==> config.mk <==
export PLATFORM = sky130hd
export DESIGN_NAME = mem_ctrl
export DESIGN_NICKNAME = d
export VERILOG_FILES = /design/src/rtl/mem_ctrl_pkg.sv /design/src/rtl/mem_ctrl.sv
export SDC_FILE = /design/constraint.sdc
export NUM_CORES = 1
export LEC_CHECK = 0
export ABC_AREA = 1
export BUFFER_PORTS_ARGS = -buffer_cell sky130_fd_sc_hd__buf_4
export CORE_ASPECT_RATIO = 0.7
export CORE_MARGIN = 1
export CORE_UTILIZATION = 35
export DETAILED_ROUTE_END_ITERATION = 8
export SLEW_MARGIN = 30
export SYNTH_ARGS = -nofsm -noshare
export SYNTH_HDL_FRONTEND = slang
export SYNTH_SLANG_ARGS = --single-unit
export TNS_END_PERCENT = 5
==> constraint.sdc <==
create_clock -name clk_in -period 11.5 [get_ports clk_in]
set_clock_uncertainty 0.15 [all_clocks]
set_input_delay 1.15 -clock clk_in [delete_from_list [all_inputs] [get_ports clk_in]]
set_output_delay 1.15 -clock clk_in [all_outputs]
set_load 0.005 [all_outputs]
==> src/rtl/mem_ctrl_pkg.sv <==
// Shared encodings and byte helpers for the byte-serial memory controller.
package mem_ctrl_pkg;

    typedef enum logic [1:0] {
        ST_IDLE  = 2'd0,
        ST_READ  = 2'd1,
        ST_WRITE = 2'd2
    } state_t;

    typedef enum logic {
        OWN_IF = 1'b0,
        OWN_LS = 1'b1
    } owner_t;

    localparam logic [1:0] SZ_B = 2'd0;
    localparam logic [1:0] SZ_H = 2'd1;
    localparam logic [1:0] SZ_W = 2'd2;

    localparam logic [1:0] IO_SEL = 2'b11;

    // Encoding 3 is undefined for the LSU and is served as a full word.
    function automatic logic [2:0] size_bytes(input logic [1:0] size);
        case (size)
            SZ_B:    return 3'd1;
            SZ_H:    return 3'd2;
            SZ_W:    return 3'd4;
            default: return 3'd4;
        endcase
    endfunction

    function automatic logic [7:0] get_byte(input logic [31:0] word, input logic [1:0] idx);
        return word[{idx, 3'b000} +: 8];
    endfunction

    function automatic logic [31:0] put_byte(input logic [31:0] word, input logic [1:0] idx,
                                             input logic [7:0] b);
        logic [31:0] r;
        r = word;
        r[{idx, 3'b000} +: 8] = b;
        return r;
    endfunction

endpackage

==> src/rtl/mem_ctrl.sv <==
// Byte-serial memory controller: arbitrates IF and LS requests onto the shared
// 8-bit bus, honouring RAM read latency, rdy_in pauses and I/O back-pressure.
module mem_ctrl
    import mem_ctrl_pkg::*;
#(
    parameter int ADDR_W = 32,
    parameter int IO_HI  = 17,
    parameter int IO_GAP = 1
) (
    input  logic              clk_in,
    input  logic              rst_in,
    input  logic              rdy_in,
    input  logic              flush_in,
    input  logic              if_req,
    input  logic [ADDR_W-1:0] if_addr,
    output logic              if_done,
    output logic [31:0]       if_data,
    input  logic              ls_req,
    input  logic              ls_wr,
    input  logic [1:0]        ls_size,
    input  logic [ADDR_W-1:0] ls_addr,
    input  logic [31:0]       ls_wdata,
    output logic              ls_done,
    output logic [31:0]       ls_rdata,
    input  logic [7:0]        mem_din,
    output logic [7:0]        mem_dout,
    output logic [ADDR_W-1:0] mem_a,
    output logic              mem_wr,
    input  logic              io_buffer_full
);

    localparam int GAP_W = (IO_GAP > 0) ? $clog2(IO_GAP + 1) : 1;

    state_t            state;
    owner_t            owner;
    logic [2:0]        k;
    logic [2:0]        n;
    logic [ADDR_W-1:0] base;
    logic [31:0]       wdata;
    logic [31:0]       asm_word;
    logic [GAP_W-1:0]  gap;
    logic              if_done_q;
    logic              ls_done_q;
    logic              done_is_read;

    logic [ADDR_W-1:0] cur_a;
    logic              cur_io;
    logic              wr_fire;
    logic [1:0]        cap_idx;
    logic [31:0]       read_word;

    assign cur_a     = base + ADDR_W'(k);
    assign cur_io    = (cur_a[IO_HI:IO_HI-1] == IO_SEL);
    assign cap_idx   = 2'(k - 3'd1);
    assign read_word = put_byte(asm_word, cap_idx, mem_din);

    // A write byte leaves only when the host is not on the bus and, for I/O,
    // the transmit buffer has room and the inter-write gap has elapsed.
    assign wr_fire = (state == ST_WRITE) && rdy_in &&
                     !(cur_io && (io_buffer_full || gap != '0));

    // Read done pulses are dropped while a flush is visible in the same cycle.
    assign if_done = if_done_q & ~flush_in;
    assign ls_done = ls_done_q & ~(flush_in & done_is_read);

    // NOTE: every output gets a default before the case so no latch is inferred.
    always_comb begin
        mem_a    = '0;
        mem_dout = '0;
        mem_wr   = 1'b0;
        case (state)
            ST_READ: begin
                if (k < n) mem_a = cur_a;
            end
            ST_WRITE: begin
                mem_a    = cur_a;
                mem_dout = get_byte(wdata, k[1:0]);
                mem_wr   = wr_fire;
            end
            default: ;
        endcase
    end

    // NOTE: state registers use non-blocking assignments so every branch sees
    // the pre-edge values regardless of statement order.
    always_ff @(posedge clk_in or posedge rst_in) begin
        if (rst_in) begin
            state        <= ST_IDLE;
            owner        <= OWN_IF;
            k            <= '0;
            n            <= '0;
            base         <= '0;
            wdata        <= '0;
            asm_word     <= '0;
            gap          <= '0;
            if_done_q    <= 1'b0;
            ls_done_q    <= 1'b0;
            done_is_read <= 1'b0;
            if_data      <= '0;
            ls_rdata     <= '0;
        end else begin
            if_done_q    <= 1'b0;
            ls_done_q    <= 1'b0;
            done_is_read <= 1'b0;

            if (rdy_in && gap != '0) gap <= gap - GAP_W'(1);

            case (state)
                ST_IDLE: begin
                    if (rdy_in && !flush_in && !if_done_q && !ls_done_q) begin
                        if (ls_req) begin
                            owner    <= OWN_LS;
                            base     <= ls_addr;
                            wdata    <= ls_wdata;
                            n        <= size_bytes(ls_size);
                            k        <= '0;
                            asm_word <= '0;
                            state    <= ls_wr ? ST_WRITE : ST_READ;
                        end else if (if_req) begin
                            owner    <= OWN_IF;
                            base     <= if_addr;
                            n        <= 3'd4;
                            k        <= '0;
                            asm_word <= '0;
                            state    <= ST_READ;
                        end
                    end
                end

                ST_READ: begin
                    if (flush_in) begin
                        state <= ST_IDLE;
                        k     <= '0;
                    end else if (!rdy_in) begin
                        // Bytes on mem_din are not trusted across a pause.
                        k <= '0;
                    end else begin
                        if (k != 3'd0) asm_word <= read_word;
                        if (k == n) begin
                            state <= ST_IDLE;
                            k     <= '0;
                            if (owner == OWN_IF) begin
                                if_data   <= read_word;
                                if_done_q <= 1'b1;
                            end else begin
                                ls_rdata     <= read_word;
                                ls_done_q    <= 1'b1;
                                done_is_read <= 1'b1;
                            end
                        end else begin
                            k <= k + 3'd1;
                        end
                    end
                end

                ST_WRITE: begin
                    if (wr_fire) begin
                        if (cur_io) gap <= GAP_W'(IO_GAP);
                        if (k == n - 3'd1) begin
                            state     <= ST_IDLE;
                            k         <= '0;
                            ls_done_q <= 1'b1;
                        end else begin
                            k <= k + 3'd1;
                        end
                    end
                end

                default: state <= ST_IDLE;
            endcase
        end
    end

endmodule
==> flow_metrics.env, run 1 <==
export IMPL_outcome="finished clean"
export IMPL_fp_coreArea_mm2=0.0246
export IMPL_grt_pass1_vias=7711
export IMPL_nets=1458
export IMPL_final_common_cell="nand2_1"
export IMPL_clk_path_buf_depth=2
export IMPL_die_area_mm2=0.0257
export IMPL_nFillCells=2476
export IMPL_cts_clk_slew_worst_paths_ns=0.07
export IMPL_grt_pass1_wl_mm=41.6
export IMPL_io_pins=221
export IMPL_cts_hold_buf=0
export IMPL_drive_above_1_share_pct=21.3
export IMPL_intPower_mw=1.46
export IMPL_holdWs_ns=0.324
export IMPL_rows=48
export IMPL_globalRouteOverflowTotal=0
export IMPL_drc_errors=0
export IMPL_cts_repair_resized=0
export IMPL_netSwitchingFraction_pct=39.5
export IMPL_worst_path_buf_inv=4
export IMPL_drv_slew=0
export IMPL_synth_flop_cell="dfrtp_1"
export IMPL_critPathLaunchType="register"
export IMPL_wl_mm=26.2
export IMPL_synth_fp_nets=1265
export IMPL_r2r_start="k[1]"
export IMPL_ys_async_sr_fraction_pct=100
export IMPL_cp_depth=16
export IMPL_stdcell_area_mm2=0.0112
export IMPL_cts_tree="yes"
export IMPL_vias_per_cell=4.90
export IMPL_cp_cell_sequence="clkinv_1, fa_1, inv_1, nand3_1, nand2_1, nand2_1, nor2_4, nand2_2, nor2_4, nand2_2, nor3_2, nor2_1, nor2_1, nand2_1, inv_1, buf_4"
export IMPL_crit_fanout=17
export IMPL_rsz0062_at_grt="false"
export IMPL_arrival_ns=3.89
export IMPL_hold_viol=0
export IMPL_cts_htree_levels=4
export IMPL_fin_ws_ns=6.31
export IMPL_wire_per_inst_um=15.8
export IMPL_slowest_delay_ns=0.78
export IMPL_place_area_mm2=0.0107
export IMPL_holdPathStages=2
export IMPL_reg2regPathDepth=16
export IMPL_ir_worst_vdd_mv=0.109
export IMPL_syn_avg_cell_area_um2=7.72
export IMPL_fmax_mhz=193
export IMPL_power_density_mw_per_mm2=216
export IMPL_area_delta_synth_final_pct=28.1
export IMPL_ant_nets=0
export IMPL_grt_max_degree=100
export IMPL_cp_common_cell="nand2_1"
export IMPL_final_cell_mix="nand2_1 (338), buf_4 (226), dfrtp_1 (173)"
export IMPL_diodes=0
export IMPL_hold_class="register to register"
export IMPL_clk_latency_ns=0.43
export IMPL_max_slew_margin_pct=43.6
export IMPL_end_kind="primary output"
export IMPL_synth_edf_count=0
export IMPL_start_util_pct=35.6
export IMPL_setup_violations=0
export IMPL_drtIter0Drc=581
export IMPL_tightest_slew_ns=0.846
export IMPL_p_switching_mw=0.956
export IMPL_p_leak_nw=5.65
export IMPL_postCtsSetupBuffers=0
export IMPL_die_h_um=134
export IMPL_cts_buffers=17
export IMPL_syn_inst=1134
export IMPL_place_gp_congestion=0.874
export IMPL_cts_root_buf="clkbuf_16"
export IMPL_pwr_share_clk_pct=23.1
export IMPL_finalPower_mw=2.42
export IMPL_layout_min_cycle_time_ns=5.19
export IMPL_die_w_um=191
export IMPL_cp_required_ns=10.20
export IMPL_yosysSeqAreaShare_pct=49.4
export IMPL_tns_ns=0
export IMPL_pre_cts_slack_ns=6.77
export IMPL_crit_family="simple AND/OR/NAND/NOR gates"
export IMPL_critPathKind="register to primary output"
export IMPL_syn_cell_area_mm2=0.00876
export IMPL_num_vias=8146
export IMPL_antenna_found_initial=0
export IMPL_cp_slowest_cell="dfrtp_1"
export IMPL_startpoint="k[1]"
export IMPL_worstHoldStart="wdata[8]"
export IMPL_dpl_hpwl_mm=18.5
export IMPL_finalCritPeriodShare_pct=45.2
export IMPL_seqPwrFrac_pct=38.8
export IMPL_cap_violations=0
export IMPL_p_comb_share_pct=38.1
export IMPL_yosys_warnings=0
export IMPL_cts_sinks=173
export IMPL_detail_route_first_pass_iterations=5
export IMPL_grt_use_total_pct=20.9
export IMPL_numPortBuffers=220
export IMPL_ys_types=42
export IMPL_synth_seq_cells=173
==> metrics by stage <==
step                      utilization, %  instances
after detailed placement            43.3       1633
after CTS                           45.5       1664
after floorplan                        -       1134
final                               45.5       1664
after global placement              43.2       1633
after global routing                45.5       1664
==> cell usage after synthesis, drive strengths merged (2+ instances only) <==
master / count / area (µm²)
a21oi: 30 / 161
a311oi: 2 / 17.5
a31oi: 34 / 213
and3: 2 / 12.5
buf: 13 / 85.1
clkbuf: 40 / 150
clkinv: 3 / 11.3
dfrtp: 173 / 4330
ha: 16 / 200
inv: 117 / 439
nand2: 344 / 1310
nand3: 54 / 275
nand4: 10 / 62.6
nor2: 128 / 513
nor3: 13 / 85.1
nor3b: 2 / 15.0
o21a: 2 / 15.0
o21ai: 102 / 510
o22ai: 32 / 200
xnor2: 3 / 26.3
xor2: 5 / 43.8
==> cells by family after synthesis <==
family                     count (synthesis)  share of synthesized area [%]
AOI/OAI and AO/OA                        207                           13.2
xor gates and xnor gates                   8                          0.800
adders and majority gates                 17                           2.51
buffers and inverters                    173                           7.83
DFF                                      173                           49.4
and+or+nand+nor                          556                           26.2
==> area by class of cell <==
class	count	area [µm²]	share of cell area, %
clock buffers	19	443	3.95
clock inverters	12	116	1.04
inverters	120	459	4.09
multi-input cells	788	3750	33.5
flip-flops and latches	173	4330	38.6
well taps	325	407	3.63
repair buffers	227	1710	15.2
==> flip-flops by register name (all words and copies together) (netlist names), 2 cells and up <==
signal and flops:
asm_word 32, base 32, if_data 32, k 3, ls_rdata 32, n 3
state 2, wdata 32
==> layer usage <==
layer	GRT usage, %	vias up	wire length, µm
met3	4.95	20	1760
met5	0	-	0
li1	-	4052	-
met4	4.67	0	233
met2	28.1	280	10300
met1	33.0	3794	13900
==> tightest hold or removal path, stage by stage, from the launching register on <==
cell and delay (ns):
dfrtp_1 0.34, nand2_1 0.05, nand2_1 0.05
==> path summary, 6_finish.rpt <==
check,end,slack [ns]
worst max-delay path,mem_a[30],6.31
worst min-delay path,wdata[8],0.32
worst max register to register,k[2],7.86
worst min register to register,wdata[8],0.32
max in group asynchronous,ls_rdata[3],9.34
min in group asynchronous,if_data[11],0.65
==> power groups by stage <==
stage                     Clock (mW)  Sequential [mW]  Combinational [mW]
final                          0.559            0.937               0.921
after global routing           0.599            0.964                1.04
after CTS                      0.575            0.936               0.924
after detailed placement           0            0.944               0.920
after global placement             0            0.943               0.905
after floorplan                    0            0.910               0.581
(Power assumes the default switching activity.)
==> run 2: changes to the inputs <==
Settings changed: ABC_AREA 1 to 0.
Clock period 11.5 ns to 4.5 ns, I/O delays scaled along.
==> run 2 against run 1 <==
Largest power group unchanged. Area after synthesis decreased by 2.2%. Critical path depth fell by 6. Cell area is 0.90% lower.
==> flow_metrics.env, run 2 <==
export IMPL_start_util_pct=36.0
export IMPL_cts_sinks=173
export IMPL_syn_avg_cell_area_um2=9.33
export IMPL_ir_worst_vdd_mv=0.333
export IMPL_synth_commonest_cells="nand2_1 (193), dfrtp_1 (173), o21ai_0 (76)"
export IMPL_clk_path_buf_depth=2
export IMPL_diodes=0
export IMPL_cts_htree_levels=4
export IMPL_hold_viol=0
export IMPL_dp_cells=1412
export IMPL_setup_violations=0
export IMPL_r2r_start="k[0]"
export IMPL_cts_root_buf="clkbuf_16"
export IMPL_wl_mm=23.3
export IMPL_detail_route_first_pass_iterations=5
export IMPL_power_density_mw_per_mm2=518
export IMPL_nFillCells=2328
export IMPL_stdcell_area_mm2=0.0111
export IMPL_wire_per_inst_um=16.1
export IMPL_clk_latency_ns=0.44
export IMPL_synth_flop_cell="dfrtp_1"
export IMPL_die_h_um=133
export IMPL_crit_fanout=15
export IMPL_ant_nets=0
export IMPL_grt_pass1_vias=6889
export IMPL_cp_required_ns=3.90
export IMPL_fp_coreArea_mm2=0.0238
export IMPL_antenna_found_initial=0
export IMPL_cts_clk_slew_worst_paths_ns=0.07
export IMPL_drive_above_1_share_pct=25.4
export IMPL_synth_edf_count=0
export IMPL_rows=47
export IMPL_layout_min_cycle_time_ns=3.87
export IMPL_place_gp_congestion=0.753
export IMPL_die_w_um=189
export IMPL_tns_ns=0
export IMPL_yosys_area_top_type="dfrtp_1"
export IMPL_drtIter0Drc=524
export IMPL_r2r_slack_ns=1.33
export IMPL_fmax_mhz=258
export IMPL_drv_slew=0
export IMPL_vias_per_cell=4.85
export IMPL_ff_latch_area_mm2=0.00433
export IMPL_yosysSeqAreaShare_pct=50.5
export IMPL_synth_fp_nets=1049
export IMPL_r2r_end="asm_word[7]"
export IMPL_startpoint="k[1]"
export IMPL_ys_async_sr_fraction_pct=100
export IMPL_rsz0062_at_grt="false"
export IMPL_grt_use_total_pct=19.3
export IMPL_drc_errors=0
export IMPL_grt_max_degree=174
export IMPL_num_vias=7020
export IMPL_final_cell_mix="buf_4 (231), nand2_1 (191), dfrtp_1 (173)"
export IMPL_tightest_slew_ns=0.720
export IMPL_syn_cell_area_mm2=0.00857
export IMPL_fin_util_pct=46.7
export IMPL_final_common_cell="buf_4"
export IMPL_dpl_hpwl_mm=16.4
export IMPL_grt_pass1_wl_mm=37.8
export IMPL_globalRouteOverflowTotal=0
export IMPL_arrival_ns=3.27
export IMPL_reg2regPathDepth=8
export IMPL_cts_buffers=17
export IMPL_nets=1246
export IMPL_multi_input_area_mm2=0.00394
export IMPL_syn_inst=918
export IMPL_cap_violations=0
export IMPL_instances_no_fill=1446
export IMPL_area_delta_synth_final_pct=29.7
export IMPL_max_slew_margin_pct=51.8
export IMPL_io_pins=221
export IMPL_critPathKind="register to primary output"
export IMPL_yosysMostFrequentCell="nand2_1"
export IMPL_synth_seq_cells=173
export IMPL_cts_tree="yes"
export IMPL_outcome="finished clean"
export IMPL_numPortBuffers=220
export IMPL_endpoint="mem_a[26]"
export IMPL_ys_types=55
export IMPL_end_kind="primary output"
export IMPL_place_area_mm2=0.0105
export IMPL_hold_class="primary input to register"
export IMPL_p_leak_nw=5.39
export IMPL_die_area_mm2=0.0251
export IMPL_critPathLaunchType="register"
export IMPL_yosys_warnings=0
export IMPL_synth_top_area_share_pct=50.5
export IMPL_finalCritPeriodShare_pct=86.1
export IMPL_synth_top_cells_by_area="dfrtp_1 (51%), nand2_1 (8.5%), o21ai_0 (4.4%)"
[run 2: changes by cell type after synthesis, moves of 11 or more]
cell     previous run  this run
nor2b_1             0        40
xor2_1              5        18
o21ai_0            90        76
xnor2_1             3        14
a21oi_1            29        67
nand2_1           338       193
mux2i_1             0        33
o22ai_1            32         3
nor2_1            121        74
nand3_1            53        10
a31oi_1            34        13
a22o_1              0        21
inv_1             113        22
[run 2: per-layer routing]
layer | GRT usage, % | vias to the layer above | wire length (µm)
met1 | 29.9 | 3304 | 12200
met2 | 26.5 | 186 | 9480
li1 | - | 3514 | -
met4 | 4.53 | 0 | 161
met3 | 4.59 | 16 | 1480
met5 | 0 | - | 0
[run 2: area by class of cell]
type                    instances  share of cell area [%]
repair buffers                234                    16.1
clock buffers                  19                    3.99
multi-input cells             667                    35.5
inverters                      22                   0.777
flip-flops and latches        173                    39.0
clock inverters                13                    1.13
well taps                     318                    3.58
[run 2: where the power goes]
| group | total [mW] | leakage, nW | internal (mW) | switching (mW) |
|---|---|---|---|---|
| clock network | 1.44 | 0.269 | 0.747 | 0.691 |
| logic | 1.93 | 2.84 | 0.885 | 1.05 |
| registers | 2.39 | 2.28 | 2.03 | 0.359 |
| total | 5.76 | 5.39 | 3.66 | 2.10 |
[run 2: kinds of logic after synthesis]
logic type                 count (synthesis)  synth area share (%)
AOI/OAI and AO/OA                        208                  14.4
xor gates and xnor gates                  32                  3.27
adders and majority gates                 17                  2.57
buffers and inverters                     78                  3.72
DFF                                      173                  50.5
muxes                                     41                  5.96
and+or+nand+nor                          369                  19.6
[run 2: critical path, stage by stage (launching register included)]
cell and delay [ns]:
dfrtp_1 0.32, buf_4 0.25, inv_1 0.19, fa_1 0.50
nor2b_1 0.23, nor2_1 0.16, nor4_1 0.65, nand4_1 0.19
xor2_1 0.17, nor2_1 0.08, buf_4 0.11
[run 2: worst min path at each step]
| stage | end | slack [ns] | from | depth (start not counted) |
|---|---|---|---|---|
| finish | wdata[28] | 0.04 | ls_wdata[28] | 3 |
| CTS | wdata[28] | 0.03 | ls_wdata[28] | 3 |
| global route | wdata[28] | 0.03 | ls_wdata[28] | 3 |
| global placement | wdata[29] | 0.30 | wdata[29] | 2 |
| floorplan | wdata[16] | 0.29 | wdata[16] | 2 |
| detailed placement | wdata[27] | 0.31 | wdata[27] | 2 |
[run 2: per-stage QoR]
stage               setup slack [ns]  power, mW  hold WS [ns]
floorplan                       1.49       3.55         0.290
finish                         0.626       5.76        0.0402
CTS                            0.598       5.81        0.0318
global placement                1.11       4.31         0.303
detailed placement              1.07       4.35         0.312
global route                   0.367       6.18        0.0332
[run 2: repair_timing]
action	4_1_cts	5_1_grt
hold endpoints to repair	0	24
gates resized for setup	0	0
setup buffers	0	0
hold buffers	0	1
==> run 3: changes to the inputs <==
Settings changed: ABC_AREA 0 to 1, SLEW_MARGIN 30 to 20.
==> run 3 against run 2 <==
First-iteration DRC count down 12%. Wire length up 14%. Global-route usage up 1.9 points. Final cell count up 15%. Sequential share of layout area down 0.83 points. Core utilization down 0.55 points. Clock power up 17%. Register-to-register slack better by 0.25 ns. Sequential power about the same. Flip-flop and latch count unchanged. Critical path depth up 2. Critical path type unchanged. Highest routed layer unchanged.
==> flow_metrics.env, run 3 (synthesis results as in run 1) <==
export IMPL_grt_pass1_wl_mm=42.1
export IMPL_final_common_cell="nand2_1"
export IMPL_fp_coreArea_mm2=0.0246
export IMPL_detail_route_first_pass_iterations=5
export IMPL_diodes=0
export IMPL_drv_slew=0
export IMPL_area_delta_synth_final_pct=29.7
export IMPL_cts_sinks=173
export IMPL_grt_pass1_vias=7755
export IMPL_reg2regPathDepth=16
export IMPL_cts_tree="yes"
export IMPL_die_w_um=191
export IMPL_ir_worst_vdd_mv=0.259
export IMPL_grt_use_total_pct=21.2
export IMPL_vias_per_cell=4.90
export IMPL_max_slew_margin_pct=28.3
export IMPL_drive_above_1_share_pct=21.5
export IMPL_cts_root_buf="clkbuf_16"
export IMPL_clk_path_buf_depth=2
export IMPL_drc_errors=0
export IMPL_setup_violations=0
export IMPL_tightest_slew_ns=1.08
export IMPL_ant_nets=0
export IMPL_critPathLaunchType="register"
export IMPL_antenna_found_initial=0
export IMPL_layout_min_cycle_time_ns=3.81
export IMPL_rsz0062_at_grt="false"
export IMPL_nets=1463
export IMPL_arrival_ns=3.21
export IMPL_cap_violations=0
export IMPL_place_gp_congestion=0.866
export IMPL_end_kind="primary output"
export IMPL_cts_hold_buf=0
export IMPL_dpl_hpwl_mm=18.8
export IMPL_grt_max_degree=174
export IMPL_finalPower_mw=6.44
export IMPL_globalRouteOverflowTotal=0
export IMPL_die_h_um=134
export IMPL_fmax_mhz=263
export IMPL_postCtsSetupBuffers=0
export IMPL_fin_util_pct=46.1
export IMPL_hold_viol=0
export IMPL_wire_per_inst_um=15.9
export IMPL_p_leak_nw=5.73
export IMPL_numPortBuffers=220
export IMPL_final_cell_mix="nand2_1 (338), buf_4 (231), dfrtp_1 (173)"
export IMPL_cts_clk_slew_worst_paths_ns=0.07
export IMPL_rows=48
export IMPL_io_pins=221
export IMPL_tns_ns=0
export IMPL_cts_htree_levels=4
export IMPL_drtIter0Drc=462
export IMPL_hold_class="primary input to async pin"
export IMPL_cts_repair_resized=0
export IMPL_crit_fanout=20
export IMPL_outcome="finished clean"
export IMPL_cp_required_ns=3.90
export IMPL_power_density_mw_per_mm2=567
export IMPL_finalCritPeriodShare_pct=84.6
export IMPL_holdWs_ns=0.0410
export IMPL_critPathKind="register to primary output"
export IMPL_num_vias=8187
export IMPL_clk_latency_ns=0.43
export IMPL_start_util_pct=35.6
export IMPL_die_area_mm2=0.0257
export IMPL_wl_mm=26.5
export IMPL_cts_buffers=17
==> run 3: power breakdown <==
group | total (mW) | internal [mW] | switching [mW] | leakage, nW
Combinational | 2.36 | 0.944 | 1.42 | 3.15
Clock | 1.68 | 1.02 | 0.654 | 0.322
Sequential | 2.40 | 2.02 | 0.381 | 2.25
Total | 6.44 | 3.99 | 2.45 | 5.73
==> run 3: cell type report <==
| type | count | area (µm²) |
|---|---|---|
| clock buffer | 20 | 457 |
| clock inverter | 12 | 206 |
| fill | 2501 | 13300 |
| inverter | 120 | 454 |
| multi-input combinational | 788 | 3750 |
| sequential | 173 | 4330 |
| tap | 325 | 407 |
| timing repair buffer | 232 | 1750 |
==> run 3: path summary, 6_finish.rpt <==
path / startpoint / to / slack (ns)
min in group clk_in: ls_wdata[0] / wdata[0] / 0.07
worst min register to register: ls_rdata[3] / ls_rdata[3] / 0.32
worst max register to register: k[1] / state[0] / 1.58
worst max-delay path: k[1] / mem_a[25] / 0.69
worst min-delay path: rst_in / ls_rdata[3] / 0.04
max in group asynchronous: rst_in / ls_done_q / 3.27
==> run 3: per-layer routing <==
metal / routed length, µm / track usage (%)
met1: 14100 / 34.0
met2: 10600 / 28.5
met3: 1650 / 4.66
met4: 136 / 4.06
met5: 0 / 0
==> run 3: per-stage QoR <==
step	area [µm²]	instances	worst slack (ns)
final	11400	1670	0.694
after global routing	11400	1670	0.328
after CTS	11400	1670	0.663
after detailed placement	10700	1638	1.12
after global placement	10700	1638	1.21
after floorplan	8760	1134	1.26
==> run 3: critical path, stage by stage (launching register included) <==
cell	delay, ns
dfrtp_1	0.38
buf_4	0.20
ha_1	0.34
inv_1	0.06
nor2_1	0.03
o21ai_0	0.16
nand3b_1	0.09
nand2_1	0.06
nand2_1	0.46
inv_1	0.53
o21ai_0	0.17
a21oi_1	0.15
buf_4	0.12
